[config.mk]
export PLATFORM = sky130hd
export DESIGN_NAME = rfile_sb
export DESIGN_NICKNAME = d
export VERILOG_FILES = /design/src/rtl/rfile_sb_pkg.sv /design/src/rtl/rfile_sb_score.sv /design/src/rtl/rfile_sb.sv
export SDC_FILE = /design/constraint.sdc
export NUM_CORES = 1
export LEC_CHECK = 0
export CAP_MARGIN = 20
export CORE_ASPECT_RATIO = 1.2
export CORE_MARGIN = 2
export CORE_UTILIZATION = 45
export CTS_BUF_LIST = sky130_fd_sc_hd__clkbuf_8
export DETAILED_ROUTE_END_ITERATION = 10
export GPL_TIMING_DRIVEN = 1
export PLACE_DENSITY_LB_ADDON = 0.12
export SLEW_MARGIN = 5
export SYNTH_ARGS = -nofsm -noshare
export SYNTH_HDL_FRONTEND = slang
export SYNTH_HIERARCHICAL = 1
export SYNTH_SLANG_ARGS = --single-unit
export TNS_END_PERCENT = 1
[constraint.sdc]
create_clock -name clk -period 3.6 [get_ports clk]
set_input_delay 0.36 -clock clk [delete_from_list [all_inputs] [get_ports clk]]
set_output_delay 0.36 -clock clk [all_outputs]
set_load 0.02 [all_outputs]
[src/rtl/rfile_sb_pkg.sv]
// Shared definitions for the rfile_sb register file and its scoreboard.
// Supplies the default data/address widths and the register count derived
// from the address width.
package rfile_sb_pkg;

    localparam int DEF_DATA_W = 16;
    localparam int DEF_REG_W  = 3;

    // Number of architectural registers addressed by a reg_w-bit index.
    function automatic int nreg_of(input int reg_w);
        return 1 << reg_w;
    endfunction

endpackage

[src/rtl/rfile_sb_score.sv]
// Pending-write scoreboard: per-register busy bits, issue acceptance, pend_cnt.
// Latency: a_rdy/b_rdy/issue_ack combinational; busy and pend_cnt update on the next edge.
// Backpressure: a refused issue (target busy, not retiring) changes nothing; decode holds and retries.
//
// Ports: clk/rst (async active-high), aadr/badr read addresses -> a_rdy/b_rdy,
//        we/cadr writeback retire, issue/iadr reservation -> issue_ack,
//        pend_cnt number of busy registers.
// Optional build macro RFILE_ZERO_REG_EN: register 0 is never reserved and always ready.
module rfile_sb_score
    import rfile_sb_pkg::*;
#(
    parameter int REG_W = DEF_REG_W
) (
    input  logic             clk,
    input  logic             rst,
    input  logic [REG_W-1:0] aadr,
    input  logic [REG_W-1:0] badr,
    input  logic             we,
    input  logic [REG_W-1:0] cadr,
    input  logic             issue,
    input  logic [REG_W-1:0] iadr,
    output logic             a_rdy,
    output logic             b_rdy,
    output logic             issue_ack,
    output logic [REG_W:0]   pend_cnt
);

    localparam int NREG = nreg_of(REG_W);

`ifdef RFILE_ZERO_REG_EN
    localparam bit ZERO_EN = 1'b1;
`else
    localparam bit ZERO_EN = 1'b0;
`endif

    logic [NREG-1:0] r_busy;
    logic [REG_W:0]  r_cnt;
    logic [NREG-1:0] w_busy_nxt;
    logic [REG_W:0]  w_cnt_nxt;
    logic            w_a_retire;
    logic            w_b_retire;
    logic            w_i_retire;

    // A writeback landing this cycle makes the operand (or destination) free now.
    assign w_a_retire = we && (cadr == aadr);
    assign w_b_retire = we && (cadr == badr);
    assign w_i_retire = we && (cadr == iadr);

    assign a_rdy = !r_busy[aadr] || w_a_retire || (ZERO_EN && (aadr == '0));
    assign b_rdy = !r_busy[badr] || w_b_retire || (ZERO_EN && (badr == '0));
    assign issue_ack = issue && (!r_busy[iadr] || w_i_retire);

    // Retire first, then reserve, so a same-cycle reservation on cadr wins.
    // The count is recomputed from the next busy vector, which keeps it equal
    // to popcount(busy) through every retire/issue combination.
    always_comb begin
        w_busy_nxt = r_busy;
        if (we) begin
            w_busy_nxt[cadr] = 1'b0;
        end
        if (issue_ack) begin
            w_busy_nxt[iadr] = 1'b1;
        end
        if (ZERO_EN) begin
            w_busy_nxt[0] = 1'b0;
        end
        w_cnt_nxt = '0;
        for (int i = 0; i < NREG; i++) begin
            w_cnt_nxt = w_cnt_nxt + {{REG_W{1'b0}}, w_busy_nxt[i]};
        end
    end

    always_ff @(posedge clk or posedge rst) begin
        if (rst) begin
            r_busy <= '0;
            r_cnt  <= '0;
        end else begin
            r_busy <= w_busy_nxt;
            r_cnt  <= w_cnt_nxt;
        end
    end

    assign pend_cnt = r_cnt;

endmodule

[src/rtl/rfile_sb.sv]
// Two-read/one-write register file with write-to-read bypass and pending-write scoreboard.
// Latency: reads are combinational (zero cycles); writes land on the next rising edge.
// Backpressure: none on reads/writes; issue is refused (issue_ack=0) while the target is busy.
//
// Ports: clk/rst (async active-high); aadr/badr -> a/b data and a_rdy/b_rdy;
//        we/cadr/c writeback (also retires the reservation on cadr);
//        issue/iadr -> issue_ack destination reservation; pend_cnt busy-register count.
// Optional build macro RFILE_ZERO_REG_EN: register 0 reads as constant zero and ignores writes.
module rfile_sb
    import rfile_sb_pkg::*;
#(
    parameter int DATA_W = DEF_DATA_W,
    parameter int REG_W  = DEF_REG_W
) (
    input  logic              clk,
    input  logic              rst,
    input  logic [REG_W-1:0]  aadr,
    input  logic [REG_W-1:0]  badr,
    output logic [DATA_W-1:0] a,
    output logic [DATA_W-1:0] b,
    output logic              a_rdy,
    output logic              b_rdy,
    input  logic [REG_W-1:0]  cadr,
    input  logic [DATA_W-1:0] c,
    input  logic              we,
    input  logic              issue,
    input  logic [REG_W-1:0]  iadr,
    output logic              issue_ack,
    output logic [REG_W:0]    pend_cnt
);

    localparam int NREG = nreg_of(REG_W);

`ifdef RFILE_ZERO_REG_EN
    localparam bit ZERO_EN = 1'b1;
`else
    localparam bit ZERO_EN = 1'b0;
`endif

    logic [DATA_W-1:0] r_regs [NREG];
    logic              w_wr_en;
    logic              w_a_zero;
    logic              w_b_zero;

    assign w_wr_en  = we && !(ZERO_EN && (cadr == '0));
    assign w_a_zero = ZERO_EN && (aadr == '0);
    assign w_b_zero = ZERO_EN && (badr == '0);

    always_ff @(posedge clk or posedge rst) begin
        if (rst) begin
            for (int i = 0; i < NREG; i++) begin
                r_regs[i] <= '0;
            end
        end else if (w_wr_en) begin
            r_regs[cadr] <= c;
        end
    end

    // Bypass forwards the in-flight write; the hard-wired zero register overrides it.
    assign a = w_a_zero ? '0 : ((we && (cadr == aadr)) ? c : r_regs[aadr]);
    assign b = w_b_zero ? '0 : ((we && (cadr == badr)) ? c : r_regs[badr]);

    rfile_sb_score #(
        .REG_W (REG_W)
    ) u_score (
        .clk       (clk),
        .rst       (rst),
        .aadr      (aadr),
        .badr      (badr),
        .we        (we),
        .cadr      (cadr),
        .issue     (issue),
        .iadr      (iadr),
        .a_rdy     (a_rdy),
        .b_rdy     (b_rdy),
        .issue_ack (issue_ack),
        .pend_cnt  (pend_cnt)
    );

endmodule

; ---- Word-level counts from Yosys, hierarchy flattened
; Cells that the tools add are included.
[word_totals]
regBits = 140
in_bits = 32
output_inout_bits = 39
elab_cells = 72
[classes]
addsub = 7
n_lt_le_gt_ge = 10
eq_ne = 3
n_mux = 23
bitwise_logic = 6
reduce_logical = 13
[op_table]
columns = cell, count
row1 = bitwise mux 128 bit, 1
row2 = 2-to-1 mux 16 bit, 7
row3 = binary-select mux 16 bit (select 3 bit), 2
row4 = demux 16 bit (select 3 bit), 1
row5 = adder 4 x 1 -> 4 bit, 6
row6 = "less-than comparator 3 x 4 -> 1 bit, second input constant", 4
row7 = 2-to-1 mux 8 bit, 2
row8 = ">= comparator 4 bit, second input constant", 3
row9 = NOT 3 -> 4 bit, 3
row10 = binary-select mux 1 bit (select 3 bit), 3
row11 = equality test 3 bit, 3
row12 = bitwise AND 8 bit, 1
row13 = NOT 8 bit, 1
row14 = bitwise OR 8 bit, 1
row15 = logical AND 1 bit, 7
row16 = demux 1 bit (select 3 bit), 2
row17 = ">= comparator 3 x 1 -> 1 bit, second input constant", 2
row18 = 2-to-1 mux 1 bit, 5
row19 = "less-than comparator 4 x 1 -> 1 bit, second input constant", 1
row20 = logical NOT 1 bit, 3
row21 = logical OR 1 bit, 3
row22 = adder 1 x 1 -> 2 bit, 1

; ---- Depth between registers and ports, before layout
; Gate-level depths: netlist (run 1).
[depth]
ltp_word = 16
mapped_depth = 14
mapped_depth_nobuf = 13

; ---- By module
; The synthesis (run 1) kept the hierarchy.
[modules_own_cells]
columns = mod, instances, cells_each, area_each_um2, seq_area_each_um2
row1 = rfile_sb, 1, 453, 7505.9, 3203.1
row2 = rfile_sb_score, 1, 104, 1049.8, 300.3

; ---- Least setup slack after synthesis (run 1)
; Ideal clock, no wire load.
[synth_path]
path_type = in2reg
from = input iadr[0]
to = register u_score.r_cnt[2], in the netlist u_score/pend_cnt[2]
setup_ns = 0.123
arrival_ns = 3.793
required_time_ns = 3.477
setup_slack_ns = -0.315
stages = 14
path_buffers = 1
path_cell_list = buf_4 > mux2_2 > o2bb2ai_4 > nor3_2 > o41ai_1 > fa_1 > inv_1 > fa_1 > fa_1 > inv_1 > ha_1 > inv_1 > fa_1 > xnor2_1
[synth_via]
elab_chain_len = 13
word_cells_on_any_way = 21
cone_classes = 7 x add/sub / 2 x order compare / 1 x eq/ne / 5 x mux / 1 x bitwise / 5 x reduce/logical
[synth_rtl]
columns = item, line
row1 = start: declaration, rfile_sb.sv:27  ; input logic [REG_W-1:0] iadr,
row2 = "less-than comparator 3 x 4 -> 1 bit (not written as such), or another cell as far along", rfile_sb_score.sv:62  ; w_busy_nxt[iadr] = 1'b1;
row3 = logical AND 1 bit (not written as such) / 2-to-1 mux 1 bit (equally long branches), "rfile_sb_score.sv:62, rfile_sb_score.sv:51"
row4 = 2-to-1 mux 1 bit (not written as such) / logical NOT 1 bit (equally long branches), "rfile_sb_score.sv:62, rfile_sb_score.sv:51"
row5 = demux 1 bit (select 3 bit) / logical OR 1 bit (equally long branches), n/a
row6 = bitwise OR 8 bit (no source line) / logical AND 1 bit (equally long branches), n/a
row7 = 2-to-1 mux 8 bit (*), rfile_sb_score.sv:61  ; if (issue_ack) begin
row8 = net u_score.w_busy_nxt[0], rfile_sb_score.sv:38  ; logic [NREG-1:0] w_busy_nxt;
row9 = adder 1 x 1 -> 2 bit (*), rfile_sb_score.sv:69  ; w_cnt_nxt = w_cnt_nxt + {{REG_W{1'b0}}, w_busy_nxt[i]};
row10 = adder 4 x 1 -> 4 bit (*) (6 in series), rfile_sb_score.sv:69
row11 = net u_score.w_cnt_nxt[2], rfile_sb_score.sv:39  ; logic [REG_W:0] w_cnt_nxt;
row12 = end signal: assignment, rfile_sb_score.sv:79  ; r_cnt <= w_cnt_nxt;
row13 = end: declaration, rfile_sb_score.sv:37  ; logic [REG_W:0] r_cnt;
; Mark *: on every way through the listed nets, which the timed path passes. The rest lies on a longest branch. The select of a mux whose other input is x is not followed.
; A chain may end at the register's enable or synchronous reset.

; ---- Worst setup path in the final report (run 1)
[layout_path]
from = register u_score.r_busy[4]
to = register u_score.r_cnt[1], in the netlist u_score/pend_cnt[1]
[layout_via]
word_cells_on_any_way = 16
cone_classes = 7 x add/sub / 4 x mux / 2 x bitwise / 3 x reduce/logical
[layout_rtl]
columns = item, line
row1 = start: declaration, rfile_sb_score.sv:36  ; logic [NREG-1:0] r_busy;
row2 = start signal: assignment, rfile_sb_score.sv:78  ; r_busy <= w_busy_nxt;
row3 = binary-select mux 1 bit (select 3 bit), rfile_sb_score.sv:51  ; assign issue_ack = issue && (!r_busy[iadr] || w_i_retire);
row4 = 2-to-1 mux 1 bit (not written as such), rfile_sb_score.sv:51
row5 = logical NOT 1 bit, rfile_sb_score.sv:51
row6 = logical OR 1 bit, rfile_sb_score.sv:51
row7 = logical AND 1 bit, rfile_sb_score.sv:51
row8 = 2-to-1 mux 8 bit, rfile_sb_score.sv:61
row9 = net u_score.w_busy_nxt[3], rfile_sb_score.sv:38
row10 = adder 4 x 1 -> 4 bit (5 in series), rfile_sb_score.sv:69
row11 = net u_score.w_cnt_nxt[1], rfile_sb_score.sv:39
; The timed path passes the listed nets, and every way through them passes these cells. The select of a mux whose other input is x is not followed.

==> metrics, run 1 <==
via count 5,330; Leakage 0.00434 uW; adder-cell share of the synthesized area 1.37%; DRT iter0 DRCs 245; Reg2Reg Setup Slack -0.13 ns; Synth Area in XOR/XNOR 1.43%; Power Internal 3910 uW; Worst Setup End Kind flop; diodes inserted 0; initial antenna violation count 0; Yosys reg bits 140; pwr dens 546 nW/um^2; Placed Area 9780 um^2; Layout area overhead 19.8%; Crit Path Max Fanout 3; core box area 18,700 um^2; antenna-violating nets left 0; most frequent cells in the layout 173 x mux2_2, 140 x dfrtp_1, 63 x clkdlybuf4s50_1; Cell Rows 55; status finished, violations left; violated checks setup timing; post-DR wirelength/cell 22.2 um; Worst Max-Slew Pin Slew 0.845 ns; reg2reg end u_score/pend_cnt[1]$_DFF_PP0_; sequential area share after synthesis 40.9%; YS warnings 6; combinational share of power 37.0%; largest net degree at the start of global routing 62; CTS max path bufs 2; TritonCTS clock tree built; vias in the first global route 5,750; crit path launch type flop; drt total wl 20.5 mm; layout cells sized above 1 49.5%; fmax 0.268 GHz; first-pass GRT wire length 32.4 mm; IO Count 71; H-Tree Depth 4; final instance area 10,200 um^2; GRT Total Usage 21.5%; syn nets 596; synthesized cell area 8560 um^2; Detailed Routing Iterations Pass 1 4; Max-Cap Viols 0; via density per instance 5.77; post-synthesis compound-gate area fraction 2.71%; Fill cells 1,579; Crit. Startpoint u_score/r_busy[4]$_DFF_PP0_; Seq pwr share 38.9%; Die ar. 20,100 um^2; DP Wirelength 13.9 mm; CP arrival 4.09 ns; Psw 1690 uW; final worst-path cycle share 104%; Reg-to-Reg Start u_score/r_busy[4]$_DFF_PP0_; Final min period 3.73 ns; Worst-Skew Late Latency 0.45 ns; pre-CTS setup slack -0.734 ns; drt drc 0; number of max-slew violations in the final report 0; Clock transition at path regs 0.08 ns; post-synthesis mux area share 46.5%; Clk pwr share 24.2%; clk sinks 140; syn_area_per_cell 15.4 um^2; Remaining Overflow, GRT 0; CTS Buf Count 17; final hold vios 0; most common cell after layout, fill and taps aside mux2_2; Metal-1 WL 8.74 mm; CTS Hold Buffers Added 0; port bufs 70; synth unique cells 37; setup TNS -0.186 ns; WL met3 526 um; Crit Path Class flop to flop; R2R cell count 13; peak supply drop 0.534 mV; switching portion of total power 30.1%; Final nets 694; met2 WL 10.8 mm; cells after synthesis 557; Root Buffer clkbuf_8; RSZ-0062 raised after global routing true; chip height 155 um; Top Metal Used met4; clk_skew 0.00181 ns; RD Place Congestion 0.801; largest family of logic cells by synthesized area multiplexers; HP Class input pin to async pin; Die W 130 um; effective utilization at floorplan 45.7%; post-synthesis simple-gate area fraction 2.85%; Worst EP required 3.96 ns; Final Worst Setup Slack -0.133 ns; Slew headroom 43.5%; Final setup viols 2; crit path to u_score/pend_cnt[1]$_DFF_PP0_
==> worst min-delay path by stage <==
stage                                                to
after floorplan           u_score/pend_cnt[0]$_DFF_PP0_
after global placement           r_regs[35]$_DFFE_PP0P_
after detailed placement        r_regs[118]$_DFFE_PP0P_
after CTS                 u_score/pend_cnt[3]$_DFF_PP0_
after global routing      u_score/pend_cnt[3]$_DFF_PP0_
final                     u_score/pend_cnt[0]$_DFF_PP0_
==> metrics by stage <==
stage                     utilization [%]  std cells  hold WS (ns)  total power (uW)
final                                54.7        923         0.291              5600
after global routing                 54.7        923         0.333              5920
after CTS                            54.7        922         0.289              5650
after detailed placement             52.3        888         0.506              4260
after global placement               52.3        888         0.495              4170
after floorplan                         -        557         0.225              3560
==> cell families after synthesis <==
logic type,count (synthesis)
flip-flops,140
adder cells (fa/ha/maj),7
multiplexers,264
AO/OA/AOI/OAI,29
buffers and inverters,64
AND/OR/NAND/NOR,39
XOR/XNOR,14
==> synthesized netlist by cell type <==
master	n	area share, %
inv_1	9	0.39
a311oi_1	1	0.10
nor3_2	3	0.35
clkbuf_1	6	0.26
buf_2	16	0.94
mux4_2	22	5.8
mux2_2	173	23
o21a_1	4	0.35
o21ai_1	6	0.35
buf_1	16	0.70
o2bb2ai_4	1	0.32
mux2_4	20	3.5
buf_4	9	0.79
nor3b_2	2	0.29
buf_6	8	1.1
nand3_1	6	0.35
o31ai_1	4	0.35
a22o_1	1	0.10
a21oi_1	1	0.058
fa_1	4	0.94
a311oi_4	1	0.31
o31a_1	2	0.20
xor2_1	2	0.20
nor2b_1	5	0.37
nor3_1	1	0.058
nand2_1	7	0.31
nand4b_1	3	0.31
nand4_1	5	0.37
mux4_1	46	14
o21ai_0	6	0.35
ha_1	3	0.44
o41ai_1	2	0.20
mux2i_1	3	0.35
xnor2_1	12	1.2
dfrtp_1	140	41
nor2_1	2	0.088
nand2b_1	5	0.37
==> timing repair <==
action	4_1_cts	5_1_grt
pin swaps	8	2
buffers inserted	3	1
endpoints found under the setup margin	2	3
resized for setup	9	1
endpoints found under the hold margin	0	0
gates cloned	0	0
==> state kept, by name (all words and copies together), names as in the netlist <==
name / flops
r_regs: 128
u_score/r_busy: 8
u_score/pend_cnt: 4
==> per-layer routing <==
layer	global-route usage, %	vias to the layer above
li1	-	2371
met1	27.6	2849
met2	37.2	84
met3	3.34	26
met4	6.50	0
met5	0	-
==> layout make-up <==
cell class	count	area [um^2]	area share [%]
clock buffer	20	275	2.69
clock inverter	11	143	1.39
inverter	9	37.5	0.366
multi-input combinational	353	4730	46.2
sequential	140	3500	34.2
tap	256	320	3.13
timing repair buffer	134	1240	12.1
==> power groups by stage <==
stage               registers (uW)  clock network, uW  logic, uW
floorplan                     2140                  0       1420
global placement              2160                  0       2010
detailed placement            2200                  0       2060
CTS                           2170               1390       2090
global route                  2220               1450       2260
finish                        2180               1350       2070
==> critical path: stages, from the launching register on <==
cell and delay, ns:
dfrtp_1 0.39, mux2i_1 0.10, a22o_1 0.27, a311oi_4 0.37, o21ai_2 0.12, fa_1 0.55
inv_1 0.05, fa_1 0.52, fa_1 0.41, inv_1 0.07, ha_2 0.18, inv_2 0.04
fa_2 0.51, inv_1 0.04
Power figures use the tool's default switching activity.
==> run 2: changes to the inputs <==
- CORE_ASPECT_RATIO: 1.2 -> not set
==> run 2 against run 1 <==
Net effect:
- the run still ends with setup timing left
- combinational power hardly changed
- first-iteration DRC count is 3.7% higher
- utilization is 0.32 points lower
- largest cell class unchanged
- sequential share of layout area is 0.23 points higher
==> metrics, run 2 (synthesis results as in run 1) <==
Placed Cells 859 (-3.3%); combinational share of power 37.2% (+0.2 points); Worst Max-Slew Pin Slew 0.721 ns (-0.124 ns); port bufs 70 (unchanged); antenna-violating nets left 0 (unchanged); Final min period 3.79 ns (+0.0528 ns); Layout area overhead 19.0%; RD Place Congestion 0.884 (+10%); drt total wl 20.3 mm (-0.81%); crit path launch type flop; violated checks setup timing; Die ar. 20,100 um^2 (about the same); post-DR wirelength/cell 22.7 um (+1.9%); Root Buffer clkbuf_8; Crit path top cell by count inv_1; Detailed Routing Iterations Pass 1 4 (unchanged); setup TNS -0.299 ns (-0.113 ns); CTS max path bufs 2 (unchanged); first-pass GRT wire length 32.5 mm (+0.40%); Crit Path Class flop to flop; RSZ-0062 raised after global routing true; Slew headroom 51.9% (+8.4 points); most common cell after layout, fill and taps aside mux2_2; chip height 142 um (-8.5%); Clk pwr share 23.4% (-0.8 points); CP arrival 4.13 ns (+0.04 ns); Psw 1640 uW (-2.9%); core box area 18,700 um^2 (about the same); WHS 0.317 ns (+0.0258 ns); fmax 0.264 GHz (-1.4%); layout cells sized above 1 48.5% (-0.98 points); Top reg by flops r_regs; Critical Path Max Stage Delay 0.56 ns (about the same); HP Class input pin to async pin; pre-CTS setup slack -0.739 ns (-0.00492 ns); Max-Cap Viols 0 (unchanged); DP Wirelength 13.1 mm (-5.3%); vias in the first global route 5,827 (+1.3%); diodes inserted 0 (unchanged); Final Util 54.4% (-0.32 points); Clock transition at path regs 0.08 ns (about the same); Crit Path Max Fanout 3 (unchanged); Finished Layout Cells 898 (-2.7%); drt drc 0 (unchanged); Remaining Overflow, GRT 0 (unchanged); status finished, violations left; Seq pwr share 39.3% (+0.4 points); CTS Hold Buffers Added 0 (unchanged); switching portion of total power 29.6% (-0.53 points); H-Tree Depth 4 (unchanged); CP max-delay cell fa_2; CP Cell Sequence mux2i_1 -> a22o_2 -> a311oi_4 -> o41ai_4 -> fa_1 -> inv_1 -> fa_1 -> fa_1 -> inv_1 -> ha_2 -> inv_1 -> fa_2 -> inv_1; largest net degree at the start of global routing 57 (-8.1%); final hold vios 0 (unchanged); via density per instance 5.83 (+0.87%); Worst EP required 3.94 ns (-0.02 ns); Leakage 0.00434 uW (about the same); Die W 142 um (+9.3%); Final setup viols 2 (unchanged); CTS Buf Count 17 (unchanged); Final Worst Setup Slack -0.186 ns (-0.0528 ns); Worst-Skew Late Latency 0.44 ns (about the same); Cell Rows 50 (-9.1%); Worst Setup End Kind flop; initial antenna violation count 0 (unchanged); TritonCTS clock tree built; IO Count 71 (unchanged); Final nets 690 (-0.58%); GRT Total Usage 21.4% (-0.085 points); effective utilization at floorplan 45.7% (about the same); number of max-slew violations in the final report 0 (unchanged); via count 5,231 (-1.9%); clk_skew 0.00699 ns (+0.00519 ns); final worst-path cycle share 105% (+1.5 points); DRT iter0 DRCs 254 (+3.7%); most frequent cells in the layout 172 x mux2_2, 140 x dfrtp_1, 63 x clkdlybuf4s50_1; peak supply drop 0.460 mV (-14%); pwr dens 543 nW/um^2 (-0.50%); Power Internal 3900 uW (-0.41%); Largest register FFs 128 (unchanged); clk sinks 140 (unchanged)
==> run 2: metal layers <==
layer	GRT usage [%]	share of wire (%)
met2	36.8	51
met3	3.95	3.1
met4	4.26	0.73
met5	0	0
met1	28.6	45
==> run 2: timing repair <==
| item | 4_1_cts | 5_1_grt |
|---|---|---|
| pin swaps | 7 | 7 |
| setup endpoints to repair | 2 | 3 |
| buffers inserted | 5 | 2 |
| resized for setup | 8 | 3 |
==> run 2: layout make-up <==
class,instances,area [um^2]
fillers,1528,8530
multi-input cells,353,4740
repair buffers,130,1190
inverters,9,37.5
flip-flops and latches,140,3500
well taps,234,293
clock inverters,9,93.8
clock buffers,23,317
==> run 2: metrics by stage <==
step / power (uW) / cell area, um^2
after floorplan: 3560 / 8570
after global placement: 4160 / 9690
after detailed placement: 4240 / 9690
after CTS: 5580 / 10100
after global routing: 5870 / 10200
final: 5530 / 10200
==> run 2: worst max-delay path: cells and delay by family (launching register included) <==
kind	cells	cell delay [ns]
mux	1	0.09
compound gates	3	0.82
buf+inv	4	0.21
flops	1	0.38
fa+ha+maj	5	2.19
==> run 2: power groups by stage <==
stage               Clock (uW)  Combinational [uW]  Sequential, uW
floorplan                    0                1420            2140
global placement             0                1990            2170
detailed placement           0                2030            2200
CTS                       1340                2070            2170
global route              1410                2240            2220
finish                    1300                2060            2180
==> run 2: path summary, 6_finish.rpt <==
path                            slack, ns                         from  cells past startpoint                            end
worst min-delay path                 0.32                          rst                      2  u_score/pend_cnt[3]$_DFF_PP0_
worst max-delay path                -0.19  u_score/r_busy[5]$_DFF_PP0_                     13  u_score/pend_cnt[1]$_DFF_PP0_
max in group asynchronous            2.18                          rst                      3         r_regs[41]$_DFFE_PP0P_
worst max register to register      -0.19  u_score/r_busy[5]$_DFF_PP0_                     13  u_score/pend_cnt[1]$_DFF_PP0_
worst min register to register       0.52       r_regs[36]$_DFFE_PP0P_                      1         r_regs[36]$_DFFE_PP0P_
min in group clk                     0.52       r_regs[36]$_DFFE_PP0P_                      1         r_regs[36]$_DFFE_PP0P_
